--- src/rtl/ccff_pkg.sv ---
// Shared types and CRC-8 helper for the configuration-chain loader.
// CRC checking is compiled in only when CCFF_LOADER_CRC_CHECK_EN is defined.
package ccff_pkg;

    typedef enum logic [2:0] {
        ST_IDLE,
        ST_FETCH,
        ST_SHIFT,
        ST_CRC_FETCH,
        ST_DONE
    } ccff_ld_state_e;

    localparam logic [7:0] CCFF_CRC_POLY = 8'h07;

    // MSB-first CRC-8, one serial bit per call.
    function automatic logic [7:0] crc8_step(
        input logic [7:0] crc,
        input logic       din
    );
        logic fb;
        fb = crc[7] ^ din;
        return {crc[6:0], 1'b0} ^ (fb ? CCFF_CRC_POLY : 8'h00);
    endfunction

endpackage

--- src/rtl/ccff_crc8.sv ---
// Bit-serial CRC-8 engine with synchronous clear and enable.
// Instantiated by ccff_loader only under CCFF_LOADER_CRC_CHECK_EN.
module ccff_crc8
    import ccff_pkg::*;
(
    input  logic       clk,
    input  logic       rst,
    input  logic       clr,
    input  logic       en,
    input  logic       din,
    output logic [7:0] crc
);

    always_ff @(posedge clk) begin
        if (rst || clr) begin
            crc <= 8'h00;
        end else if (en) begin
            crc <= crc8_step(crc, din);
        end
    end

endmodule

--- src/rtl/ccff_loader.sv ---
// Serialises bitstream words into a fabric configuration chain, MSB first.
// Define CCFF_LOADER_CRC_CHECK_EN to add a trailing CRC-8 word check.
module ccff_loader
    import ccff_pkg::*;
#(
    parameter int CHAIN_LEN = 4096,
    parameter int WORD_W    = 32
) (
    input  logic              prog_clk,
    input  logic              prog_reset,
    input  logic              start,
    input  logic [WORD_W-1:0] cfg_data,
    input  logic              cfg_valid,
    output logic              cfg_ready,
    output logic              ccff_head,
    output logic              ccff_shift_en,
    output logic              busy,
    output logic              done,
    output logic              crc_err
);

    localparam int CNT_W = $clog2(CHAIN_LEN + 1);
    localparam int WB_W  = $clog2(WORD_W + 1);

    localparam logic [CNT_W-1:0] CHAIN_N  = CNT_W'(CHAIN_LEN);
    localparam logic [CNT_W-1:0] LAST_BIT = CNT_W'(CHAIN_LEN - 1);
    localparam logic [WB_W-1:0]  WORD_N   = WB_W'(WORD_W);

    ccff_ld_state_e    state_q;
    logic [WORD_W-1:0] sreg_q;
    logic [CNT_W-1:0]  bit_cnt_q;
    logic [WB_W-1:0]   word_bits_q;
    logic              head_q;
    logic              shift_en_q;

    logic              word_end;
    logic              chain_end;
    logic              start_ok;
    logic              hs;
    logic [CNT_W-1:0]  remain;
    logic [WB_W-1:0]   load_bits;

    assign word_end  = (word_bits_q == WB_W'(1));
    assign chain_end = (bit_cnt_q == LAST_BIT);
    assign start_ok  = start &&
                       (state_q == ST_IDLE || state_q == ST_DONE);

    always_comb begin
        cfg_ready = 1'b0;
        unique case (state_q)
            ST_FETCH:     cfg_ready = 1'b1;
            ST_SHIFT:     cfg_ready = word_end && !chain_end;
`ifdef CCFF_LOADER_CRC_CHECK_EN
            ST_CRC_FETCH: cfg_ready = 1'b1;
`endif
            default:      cfg_ready = 1'b0;
        endcase
    end

    assign hs = cfg_valid && cfg_ready;

    // A reload in SHIFT takes effect after the bit now on the wire.
    assign remain = (state_q == ST_SHIFT)
                  ? CHAIN_N - bit_cnt_q - CNT_W'(1)
                  : CHAIN_N - bit_cnt_q;

    assign load_bits = (32'(remain) < WORD_W)
                     ? WB_W'(remain)
                     : WORD_N;

    always_ff @(posedge prog_clk) begin
        if (prog_reset) begin
            state_q     <= ST_IDLE;
            sreg_q      <= '0;
            bit_cnt_q   <= '0;
            word_bits_q <= '0;
            head_q      <= 1'b0;
            shift_en_q  <= 1'b0;
        end else begin
            head_q     <= 1'b0;
            shift_en_q <= 1'b0;
            unique case (state_q)
                ST_IDLE, ST_DONE: begin
                    if (start_ok) begin
                        state_q   <= ST_FETCH;
                        bit_cnt_q <= '0;
                    end
                end
                ST_FETCH: begin
                    if (hs) begin
                        sreg_q      <= cfg_data << 1;
                        head_q      <= cfg_data[WORD_W-1];
                        word_bits_q <= load_bits;
                        shift_en_q  <= 1'b1;
                        state_q     <= ST_SHIFT;
                    end
                end
                ST_SHIFT: begin
                    bit_cnt_q   <= bit_cnt_q + CNT_W'(1);
                    word_bits_q <= word_bits_q - WB_W'(1);
                    if (chain_end) begin
`ifdef CCFF_LOADER_CRC_CHECK_EN
                        state_q <= ST_CRC_FETCH;
`else
                        state_q <= ST_DONE;
`endif
                    end else if (!word_end) begin
                        head_q     <= sreg_q[WORD_W-1];
                        sreg_q     <= sreg_q << 1;
                        shift_en_q <= 1'b1;
                    end else if (hs) begin
                        sreg_q      <= cfg_data << 1;
                        head_q      <= cfg_data[WORD_W-1];
                        word_bits_q <= load_bits;
                        shift_en_q  <= 1'b1;
                    end else begin
                        state_q <= ST_FETCH;
                    end
                end
`ifdef CCFF_LOADER_CRC_CHECK_EN
                ST_CRC_FETCH: begin
                    if (hs) begin
                        state_q <= ST_DONE;
                    end
                end
`endif
                default: state_q <= ST_IDLE;
            endcase
        end
    end

    assign ccff_head     = head_q;
    assign ccff_shift_en = shift_en_q;
    assign busy          = (state_q == ST_FETCH) ||
                           (state_q == ST_SHIFT) ||
                           (state_q == ST_CRC_FETCH);
    assign done          = (state_q == ST_DONE);

`ifdef CCFF_LOADER_CRC_CHECK_EN
    logic [7:0] crc_val;
    logic       crc_err_q;

    ccff_crc8 u_crc (
        .clk (prog_clk),
        .rst (prog_reset),
        .clr (start_ok),
        .en  (shift_en_q),
        .din (head_q),
        .crc (crc_val)
    );

    always_ff @(posedge prog_clk) begin
        if (prog_reset || start_ok) begin
            crc_err_q <= 1'b0;
        end else if (state_q == ST_CRC_FETCH && hs) begin
            crc_err_q <= (cfg_data[7:0] != crc_val);
        end
    end

    assign crc_err = crc_err_q;
`else
    assign crc_err = 1'b0;
`endif

endmodule
--- config.mk ---
export PLATFORM = sky130hd
export DESIGN_NAME = ccff_loader
export DESIGN_NICKNAME = d
export VERILOG_FILES = /design/src/rtl/ccff_pkg.sv /design/src/rtl/ccff_crc8.sv /design/src/rtl/ccff_loader.sv
export SDC_FILE = /design/constraint.sdc
export NUM_CORES = 1
export LEC_CHECK = 0
export ABC_AREA = 1
export CORE_ASPECT_RATIO = 1.4
export CORE_MARGIN = 3
export CORE_UTILIZATION = 55
export DETAILED_ROUTE_END_ITERATION = 8
export GPL_TIMING_DRIVEN = 0
export PLACE_DENSITY_LB_ADDON = 0.08
export SLEW_MARGIN = 5
export SYNTH_ARGS = -nofsm -noshare
export SYNTH_HDL_FRONTEND = slang
export SYNTH_SLANG_ARGS = --single-unit
--- constraint.sdc ---
create_clock -name prog_clk -period 2.5 [get_ports prog_clk]
set_input_delay 0.375 -clock prog_clk [delete_from_list [all_inputs] [get_ports prog_clk]]
set_output_delay 0.375 -clock prog_clk [all_outputs]
set_load 0.01 [all_outputs]
==> impl_metrics.ini, run 1 <==
[synth]
syn_avg_cell_area_sq_um = 6.73
synth_async_sr_flop_share_pct = 0
yosys_warnings = 0
syn_inst = 502
synth_nets = 543
yosysSeqAreaShare_pct = 33.2
syn_area_sq_um = 3380
synth_top_area_share_pct = 33.2
ys_types = 30
synthFlopType = dfxtp_1
yosys.area.top_type = dfxtp_1
synth-seq-cells = 56
synth-edff-count = 0
synth_area_leaders = dfxtp_1, nand2_1, a21oi_1, o22ai_1, or2_2

[global_routing]
grt_pass1_wl_um = 14400
antenna_found_initial = 0
grt_use_total_pct = 24.7
grt_max_degree = 17
grt_pass1_vias = 3404
grt-ovfl-total = 0

[clocking]
clk_pin_slew_ns = 0.10
hold_buffers = 0
cts_sinks = 56
cts_tree = done
cts_buffer_depth = 2
h-tree-depth = 2
insertion_delay_ns = 0.32
clock-root-buffer = clkbuf_8
cts_buffers = 5

[floorplanning]
ios = 42
die_x_um = 72.3
start_util_pct = 57.2
die_height_um = 98.8
dieArea_sq_um = 7130
design.core.area_sq_um = 5900
fp-row-count = 33

[cells_and_area]
antenna_cells = 0
utilization_pct = 67.9
fillCellCount = 576
nets = 590
drive_above_1_share_pct = 13.3
fin_cells = 620
area_delta_synth_final_pct = 18.7

[sta]
skew_ns = 0.0104
slew_headroom_pct = 64.4
worst_pin_slew_ns = 0.534
holdWs_ns = 0.460
period_needed_ns = 2.42
period_share_pct = 96.9
fmax_mhz = 413
hold_violations = 0
fin_ws_ns = 0.0767
setup_violations = 0
drv_slew = 0

[job]
maxCapViolCount = 0

[route]
routed-via-count = 3432
dr.first_iter.drc_count = 194
ant_nets = 0
route.detailed.drc = 0
first_pass_iters = 5
drt-total-wl_um = 8270
vias_per_cell = 5.54
wl_per_cell_um = 13.3

[power_and_ir_drop]
peakVddDrop_mv = 0.487
leakagePower_nw = 1.73
p_per_area_nw_per_um2 = 866

[hold_path]
hold_depth = 2
holdCritPathClass = flip-flop to flip-flop

[setup_path]
cp.arrival_ns = 2.05
cp-end-kind = output port
path_max_fanout = 4
cp.required_ns = 2.12
path_class = flip-flop to output port
critPathLaunchType = flip-flop
ff2ff_path_depth = 14

[placed_design]
place.gp.congestion = 0.915
io_buffers = 40
place_hpwl_um = 6220
post-place-cells = 612
pre_cts_slack_ns = 0.0743

[status]
status = finished, final reports clean
-- metal layers --
layer	GRT usage, %	wire (um)	vias up
met5	0	0	-
met4	13.0	287	0
met3	3.06	230	21
met2	43.3	4340	75
met1	28.4	3410	1562
li1	-	-	1774
-- power by group --
group / switching (W) / total [W] / internal [W]
clock: 0.000303 / 0.000657 / 0.000354
combinational: 0.000952 / 0.00157 / 0.000623
sequential: 0.000128 / 0.00124 / 0.00111
total: 0.00138 / 0.00347 / 0.00209
-- critical path: stages, from the launching register on --
cell and delay, ns:
dfxtp_1 0.39, ha_1 0.17, nand4_1 0.23, inv_1 0.18, nand3_1 0.11, nand2_2 0.11
clkdlybuf4s50_1 0.54
-- registers in the layout, summed over array words and instances, names as in the netlist --
| register | count |
|---|---|
| sreg_q | 32 |
| bit_cnt_q | 13 |
| word_bits_q | 6 |
| state_q | 3 |
| ccff_head | 1 |
| ccff_shift_en | 1 |
-- synth_stat cells, types with 3 or more instances --
cell type  number
nand2_1        81
a21oi_1        58
dfxtp_1        56
inv_1          49
nor2_1         36
nand3_1        33
o22ai_1        31
or2_2          31
o21ai_1        29
o21ai_0        19
clkbuf_1       16
buf_2          10
nand4_1         8
ha_1            5
xor2_1          5
a211oi_1        4
buf_6           4
nand2_2         4
nor3_1          4
nor2_4          3
xnor2_1         3
-- layout by cell type, fill, tap and decap left out, drive strengths merged, types with 2 or more instances in the layout --
| cell type | instances |
|---|---|
| a211oi | 4 |
| a21oi | 58 |
| a221oi | 2 |
| buf | 16 |
| clkbuf | 22 |
| clkdlybuf4s50 | 40 |
| dfxtp | 56 |
| ha | 5 |
| inv | 49 |
| nand2 | 86 |
| nand3 | 34 |
| nand3b | 2 |
| nand4 | 8 |
| nor2 | 41 |
| nor3 | 6 |
| o21ai | 48 |
| o22ai | 31 |
| or2 | 31 |
| xnor2 | 3 |
| xor2 | 5 |
-- what timing repair did --
action	4_1_cts	5_1_grt
endpoints found under the setup margin	0	7
gates resized for setup	0	6
buffers inserted	0	1
-- worst paths after layout --
| kind | startpoint | end | slack, ns |
|---|---|---|---|
| max | word_bits_q[0] | cfg_ready | 0.08 |
| min | sreg_q[0] | sreg_q[0] | 0.46 |
| max reg2reg | bit_cnt_q[0] | word_bits_q[5] | 0.30 |
| min reg2reg | sreg_q[0] | sreg_q[0] | 0.46 |
-- cells by family (layout without fill, tap and decap cells) --
logic type	Yosys count	in the layout	share of synthesized area, %
compound gates	144	144	23.1
xor+xnor	8	8	2.07
fa+ha+maj	5	5	1.85
buf+inv	80	128	10.3
flops	56	56	33.2
other cells	1	1	0.111
simple gates	208	208	29.5
-- area by class of cell --
type	count	area (sq um)	area share, %
multi-input combinational	366	1920	47.9
sequential	56	1120	28.0
timing repair buffer	41	408	10.2
inverter	49	184	4.59
buffer	30	159	3.96
clock buffer	7	96.3	2.40
tap	70	87.6	2.18
clock inverter	1	30.0	0.749
-- stage by stage --
stage	power [W]	setup TNS, ns	cell area, sq um
4_1_cts	0.00346	0	3990
5_1_grt	0.00375	-0.0133	4010
6_report	0.00347	0	4010
2_1_floorplan	0.00241	0	3380
3_3_place_gp	0.00276	0	3870
3_5_place_dp	0.00280	0	3870
No activity file was read; power rests on OpenSTA's default activity.
==> run 2: changes to the inputs <==
--- a/config.mk
+++ b/config.mk
@@ -5,7 +5,6 @@
 export SDC_FILE = /design/constraint.sdc
 export NUM_CORES = 1
 export LEC_CHECK = 0
-export ABC_AREA = 1
 export CORE_ASPECT_RATIO = 1.4
 export CORE_MARGIN = 3
 export CORE_UTILIZATION = 55
==> run 2 against run 1 <==
Against the previous run:
- the run now ends with setup timing left
- utilization grew 6.2 points
- power shrank 48%
- critical path depth grew 2
- routed wire length grew 9.2%
- clock skew grew 0.0011 ns
- setup slack lost 0.16 ns
- critical endpoint is now word_bits_q[0]
==> impl_metrics.ini, run 2 <==
[status]
status = finished with violations
failed_checks = setup timing

[cells_and_area]
nets = 524
fin_cells = 552
area_delta_synth_final_pct = 27.5
final_common_cell = nor2_1
antenna_cells = 0
drive_above_1_share_pct = 17.1
top_regs = sreg_q x32, bit_cnt_q x13, word_bits_q x6
largest_reg_flops = 32
final_cell_mix = nor2_1, dfxtp_1, clkdlybuf4s50_1
top_register = sreg_q
utilization_pct = 74.2

[sta]
drv_slew = 0
skew_ns = 0.0115
fmax_mhz = 387
setup_violations = 6
period_share_pct = 103
holdWs_ns = 0.495
period_needed_ns = 2.59
worst_pin_slew_ns = 0.544
fin_ws_ns = -0.0862
hold_violations = 0
slew_headroom_pct = 63.7
grt_setup_unrepaired = true

[clocking]
hold_buffers = 0
clock-root-buffer = clkbuf_8
cts_sinks = 56
clk_pin_slew_ns = 0.11
h-tree-depth = 2
cts_buffers = 5
cts_buffer_depth = 2
insertion_delay_ns = 0.32
cts_tree = done

[global_routing]
grt_use_total_pct = 26.2
met1_usage_pct = 32.3
antenna_found_initial = 0
grt-ovfl-total = 0
busiest_layer = met2
grt_pass1_wl_um = 15000
grt_max_degree = 19
grt_use_met2_pct = 45.5
grt_pass1_vias = 3244
use_met3_pct = 3.52

[setup_path]
crit_chain = buf_6 -> or4_4 -> or4_4 -> a21oi_4 -> o22ai_4 -> and3_4 -> o31ai_4 -> o22ai_1
slowest_stage = or4_4
worstReg2RegStart = bit_cnt_q[0]
crit_end = word_bits_q[0]
cp.arrival_ns = 2.77
slowest_delay_ns = 0.55
path_class = flip-flop to flip-flop
ff2ff_path_depth = 8
cp.required_ns = 2.69
r2r-end = word_bits_q[0]
path_max_fanout = 6
rrSetupSlack_ns = -0.09
cp-end-kind = flip-flop
crit_start = bit_cnt_q[0]
critPathLaunchType = flip-flop
crit_top_cell = or4_4

[placed_design]
place_hpwl_um = 6330
place.gp.congestion = 0.934
pre_cts_slack_ns = -0.292
io_buffers = 39
post-place-cells = 532

[synth]
synth_nets = 466
syn_inst = 425
syn_area_sq_um = 3260
synth_most_common_cell = nor2_1
synth_common_cells = nor2_1, dfxtp_1, o22ai_1
synthFlopType = dfxtp_1
synth-seq-cells = 56
synth_area_leaders = dfxtp_1, a211oi_1, nor2_1, o22ai_1, clkbuf_1
syn_avg_cell_area_sq_um = 7.67
yosys.area.top_type = dfxtp_1
yosysSeqAreaShare_pct = 34.4
synth-edff-count = 0
ys_types = 59
synth_top_area_share_pct = 34.4
synth_async_sr_flop_share_pct = 0
yosys_warnings = 0

[floorplanning]
die_height_um = 97.1
design.core.area_sq_um = 5610
start_util_pct = 58.2
ios = 42
fp-row-count = 32
dieArea_sq_um = 6900
die_x_um = 71.1

[route]
wl_per_cell_um = 16.4
first_pass_iters = 5
dr.first_iter.drc_count = 286
vias_per_cell = 6.27
ant_nets = 0
routed-via-count = 3462
drt-total-wl_um = 9030
route.detailed.drc = 0

[power_and_ir_drop]
power_w = 0.00179
peakVddDrop_mv = 0.315
p_per_area_nw_per_um2 = 430
leakagePower_nw = 1.48

[hold_path]
holdCritPathClass = flip-flop to flip-flop

[job]
maxCapViolCount = 0
==> run 2: cell types whose count changed in the layout (fill, tap and decap cells not counted), moves of 17 or more <==
| cell | previous run | this run |
|---|---|---|
| or2_2 | 31 | 2 |
| inv_1 | 48 | 10 |
| a21oi_1 | 58 | 19 |
| nand3_1 | 33 | 16 |
| o21ai_1 | 29 | 2 |
| nor2_1 | 35 | 60 |
| a211oi_1 | 4 | 32 |
| nand2_1 | 81 | 23 |
==> run 2: worst min path at each step <==
stage | slack (ns) | cells past startpoint | startpoint | end
floorplan | 0.45 | 2 | sreg_q[31] | sreg_q[31]
global placement | 0.46 | 2 | sreg_q[31] | sreg_q[31]
detailed placement | 0.47 | 2 | sreg_q[31] | sreg_q[31]
CTS | 0.49 | 2 | sreg_q[31] | sreg_q[31]
global route | 0.50 | 1 | sreg_q[0] | sreg_q[0]
finish | 0.49 | 2 | sreg_q[31] | sreg_q[31]
==> run 2: layout make-up <==
cell class | count | area, sq um
multi-input cells | 319 | 2110
fillers | 459 | 1450
flip-flops and latches | 56 | 1120
repair buffers | 53 | 494
plain buffers | 37 | 203
well taps | 68 | 85.1
clock buffers | 5 | 68.8
inverters | 11 | 43.8
clock inverters | 3 | 23.8
==> run 2: stage by stage <==
step / instance area [sq um] / TNS, ns
2_1_floorplan: 3290 / 0
3_3_place_gp: 3770 / -7.56
3_5_place_dp: 3770 / -8.75
4_1_cts: 4060 / -0.176
5_1_grt: 4160 / -0.913
6_report: 4160 / -0.377
==> run 2: timing repair <==
action	4_1_cts	5_1_grt
pin swaps	14	10
buffers inserted	9	6
gates resized for setup	34	25
endpoints found under the setup margin	39	38
==> run 2: critical path: cells and delay by family, from the launching register on <==
kind	cells	cell delay (ns)
AOI/OAI and AO/OA	4	0.82
and+or+nand+nor	3	1.17
buffers and inverters	1	0.11
DFF	1	0.36
==> run 2: power breakdown <==
part | internal [W] | switching, W | total (W)
sequential | 0.000940 | 0.0000273 | 0.000967
clock | 0.000199 | 0.000315 | 0.000515
combinational | 0.000144 | 0.000163 | 0.000307
==> run 2: cells by family after synthesis <==
| kind of cell | Yosys count | share of synthesized area [%] |
|---|---|---|
| adders and majority gates | 5 | 1.92 |
| and+or+nand+nor | 165 | 25.7 |
| AOI/OAI and AO/OA | 135 | 28.2 |
| buffers and inverters | 50 | 6.06 |
| muxes | 3 | 0.998 |
| DFF | 56 | 34.4 |
| other | 1 | 0.115 |
| xor gates and xnor gates | 10 | 2.69 |
==> run 2: layer usage <==
metal / up-vias / routed length (um)
li1: 1690 / -
met1: 1641 / 3710
met2: 107 / 4690
met3: 24 / 349
met4: 0 / 276
met5: - / 0
==> run 3: changes to the inputs <==
--- a/config.mk
+++ b/config.mk
@@ -5,12 +5,13 @@
 export SDC_FILE = /design/constraint.sdc
 export NUM_CORES = 1
 export LEC_CHECK = 0
-export CORE_ASPECT_RATIO = 1.4
+export CORE_ASPECT_RATIO = 1.25
 export CORE_MARGIN = 3
 export CORE_UTILIZATION = 55
 export DETAILED_ROUTE_END_ITERATION = 8
 export GPL_TIMING_DRIVEN = 0
 export PLACE_DENSITY_LB_ADDON = 0.08
+export RECOVER_POWER = 50
 export SLEW_MARGIN = 5
 export SYNTH_ARGS = -nofsm -noshare
 export SYNTH_HDL_FRONTEND = slang
==> run 3 against run 2 <==
Against the previous run:
- the run still ends with setup timing left
- first-iteration DRC count decreased by 9.1%
- sequential power about the same
- die area decreased by 0.11%
- combinational power increased by 5%
- cell area increased by 0.75%
- utilization increased by 0.73 points
- sequential cell count unchanged
- clock skew decreased by 0.0011 ns
- clock-buffer cell count unchanged
- largest power group unchanged
==> impl_metrics.ini, run 3 (synthesized netlist as in run 2, its figures left out) <==
[power_and_ir_drop]
p_per_area_nw_per_um2 = 457
peakVddDrop_mv = 0.357
leakagePower_nw = 1.52

[global_routing]
antenna_found_initial = 0
grt_max_degree = 19
grt_pass1_vias = 3172
grt_pass1_wl_um = 14200
grt-ovfl-total = 0
grt_use_total_pct = 25.6

[cells_and_area]
area_delta_synth_final_pct = 28.4
fin_cells = 548
final_cell_mix = nor2_1, dfxtp_1, o22ai_1
final_common_cell = nor2_1
drive_above_1_share_pct = 17.6
top_register = sreg_q
nets = 524
fillCellCount = 455
fin_area_sq_um = 4190
utilization_pct = 74.9
top_regs = sreg_q x32, bit_cnt_q x13, word_bits_q x6
antenna_cells = 0
largest_reg_flops = 32

[sta]
hold_violations = 0
period_share_pct = 103
fin_ws_ns = -0.0784
slew_headroom_pct = 62.2
setup_violations = 6
period_needed_ns = 2.58
skew_ns = 0.0104
grt_setup_unrepaired = true
fmax_mhz = 388
worst_pin_slew_ns = 0.567
drv_slew = 0

[clocking]
insertion_delay_ns = 0.32
cts_buffer_depth = 2
cts_sinks = 56
hold_buffers = 0
clk_pin_slew_ns = 0.11
cts_buffers = 5
cts_tree = done
h-tree-depth = 2
clock-root-buffer = clkbuf_8

[setup_path]
crit_top_cell = buf_8
crit_chain = buf_8 -> inv_6 -> ha_4 -> buf_8 -> or4b_4 -> a31o_1 -> mux2i_1 -> o21ai_1 -> nor4_2 -> o31ai_4 -> o31ai_1
path_class = flip-flop to flip-flop
cp.arrival_ns = 2.82
slowest_stage = or4b_4
slowest_delay_ns = 0.47
ff2ff_path_depth = 11
cp.required_ns = 2.74
critPathLaunchType = flip-flop
path_max_fanout = 6
cp-end-kind = flip-flop

[floorplanning]
design.core.area_sq_um = 5590
start_util_pct = 58.3
ios = 42
fp-row-count = 30
dieArea_sq_um = 6890
die_x_um = 74.9
die_height_um = 92.1

[placed_design]
post-place-cells = 528
io_buffers = 39
dpl-instance-area_sq_um = 3760
place.gp.congestion = 0.900
pre_cts_slack_ns = -0.252
place_hpwl_um = 6190

[route]
first_pass_iters = 5
vias_per_cell = 6.37
wl_per_cell_um = 16.6
route.detailed.drc = 0
routed-via-count = 3492
dr.first_iter.drc_count = 260
ant_nets = 0
drt-total-wl_um = 9080

[job]
maxCapViolCount = 0

[hold_path]
holdCritPathClass = flip-flop to flip-flop
hold_depth = 1

[status]
failed_checks = setup timing
status = finished with violations
==> run 3: cell count changes in the layout (fill, tap and decap cells not counted), sizes merged <==
cell | previous run | this run
dlygate4sd3 | 0 | 4
clkinv | 1 | 0
buf | 22 | 29
clkbuf | 35 | 28
clkdlybuf4s50 | 38 | 34
bufinv | 0 | 1
inv | 11 | 12
clkinvlp | 2 | 1
==> run 3: path summary, 6_finish.rpt <==
path	start	to	slack [ns]
setup / recovery	bit_cnt_q[0]	word_bits_q[2]	-0.08
hold / removal	sreg_q[0]	sreg_q[0]	0.48
setup reg to reg	bit_cnt_q[0]	word_bits_q[2]	-0.08
hold reg to reg	sreg_q[0]	sreg_q[0]	0.48
==> run 3: what timing repair did <==
action	CTS	global route
setup buffers	10	3
resized for setup	26	54
endpoints found under the setup margin	38	37
endpoints found under the hold margin	0	0
cloned	0	1
pin swaps	11	10
==> run 3: cell type report <==
class / instances / area, sq um / area share (%)
Multi-Input combinational cell: 319 / 2110 / 50.5
Sequential cell: 56 / 1130 / 26.9
Timing Repair Buffer: 53 / 492 / 11.7
Buffer: 37 / 215 / 5.14
Tap cell: 64 / 80.1 / 1.91
Clock buffer: 5 / 68.8 / 1.64
Clock inverter: 3 / 46.3 / 1.11
Inverter: 11 / 46.3 / 1.11
==> run 3: routing by layer <==
metal,GRT usage [%],vias up,part of all wire (%)
li1,-,1688,-
met1,32.2,1664,42
met2,43.5,123,52
met3,3.84,17,4.3
met4,8.46,0,1.6
met5,0,-,0
==> run 3: per-stage QoR <==
stage | hold WS [ns] | TNS [ns] | total power [W]
CTS | 0.487 | -0.0713 | 0.00189
detailed placement | 0.470 | -5.99 | 0.00127
floorplan | 0.452 | 0 | 0.00116
global placement | 0.467 | -4.80 | 0.00127
finish | 0.485 | -0.394 | 0.00191
global route | 0.504 | -2.84 | 0.00199
==> run 3: where the power goes <==
part | leakage, nW | internal (W) | switching, W
sequential | 0.458 | 0.000939 | 0.0000268
combinational | 1.01 | 0.000152 | 0.000171
clock | 0.0548 | 0.000302 | 0.000321
==> run 3: critical path, delay by kind of cell, from the launching register on <==
| family | cells | cell delay (ns) |
|---|---|---|
| muxes | 1 | 0.14 |
| AOI/OAI and AO/OA | 4 | 0.73 |
| and+or+nand+nor | 2 | 0.84 |
| DFF | 1 | 0.39 |
| buffers and inverters | 3 | 0.26 |
| adders and majority gates | 1 | 0.15 |
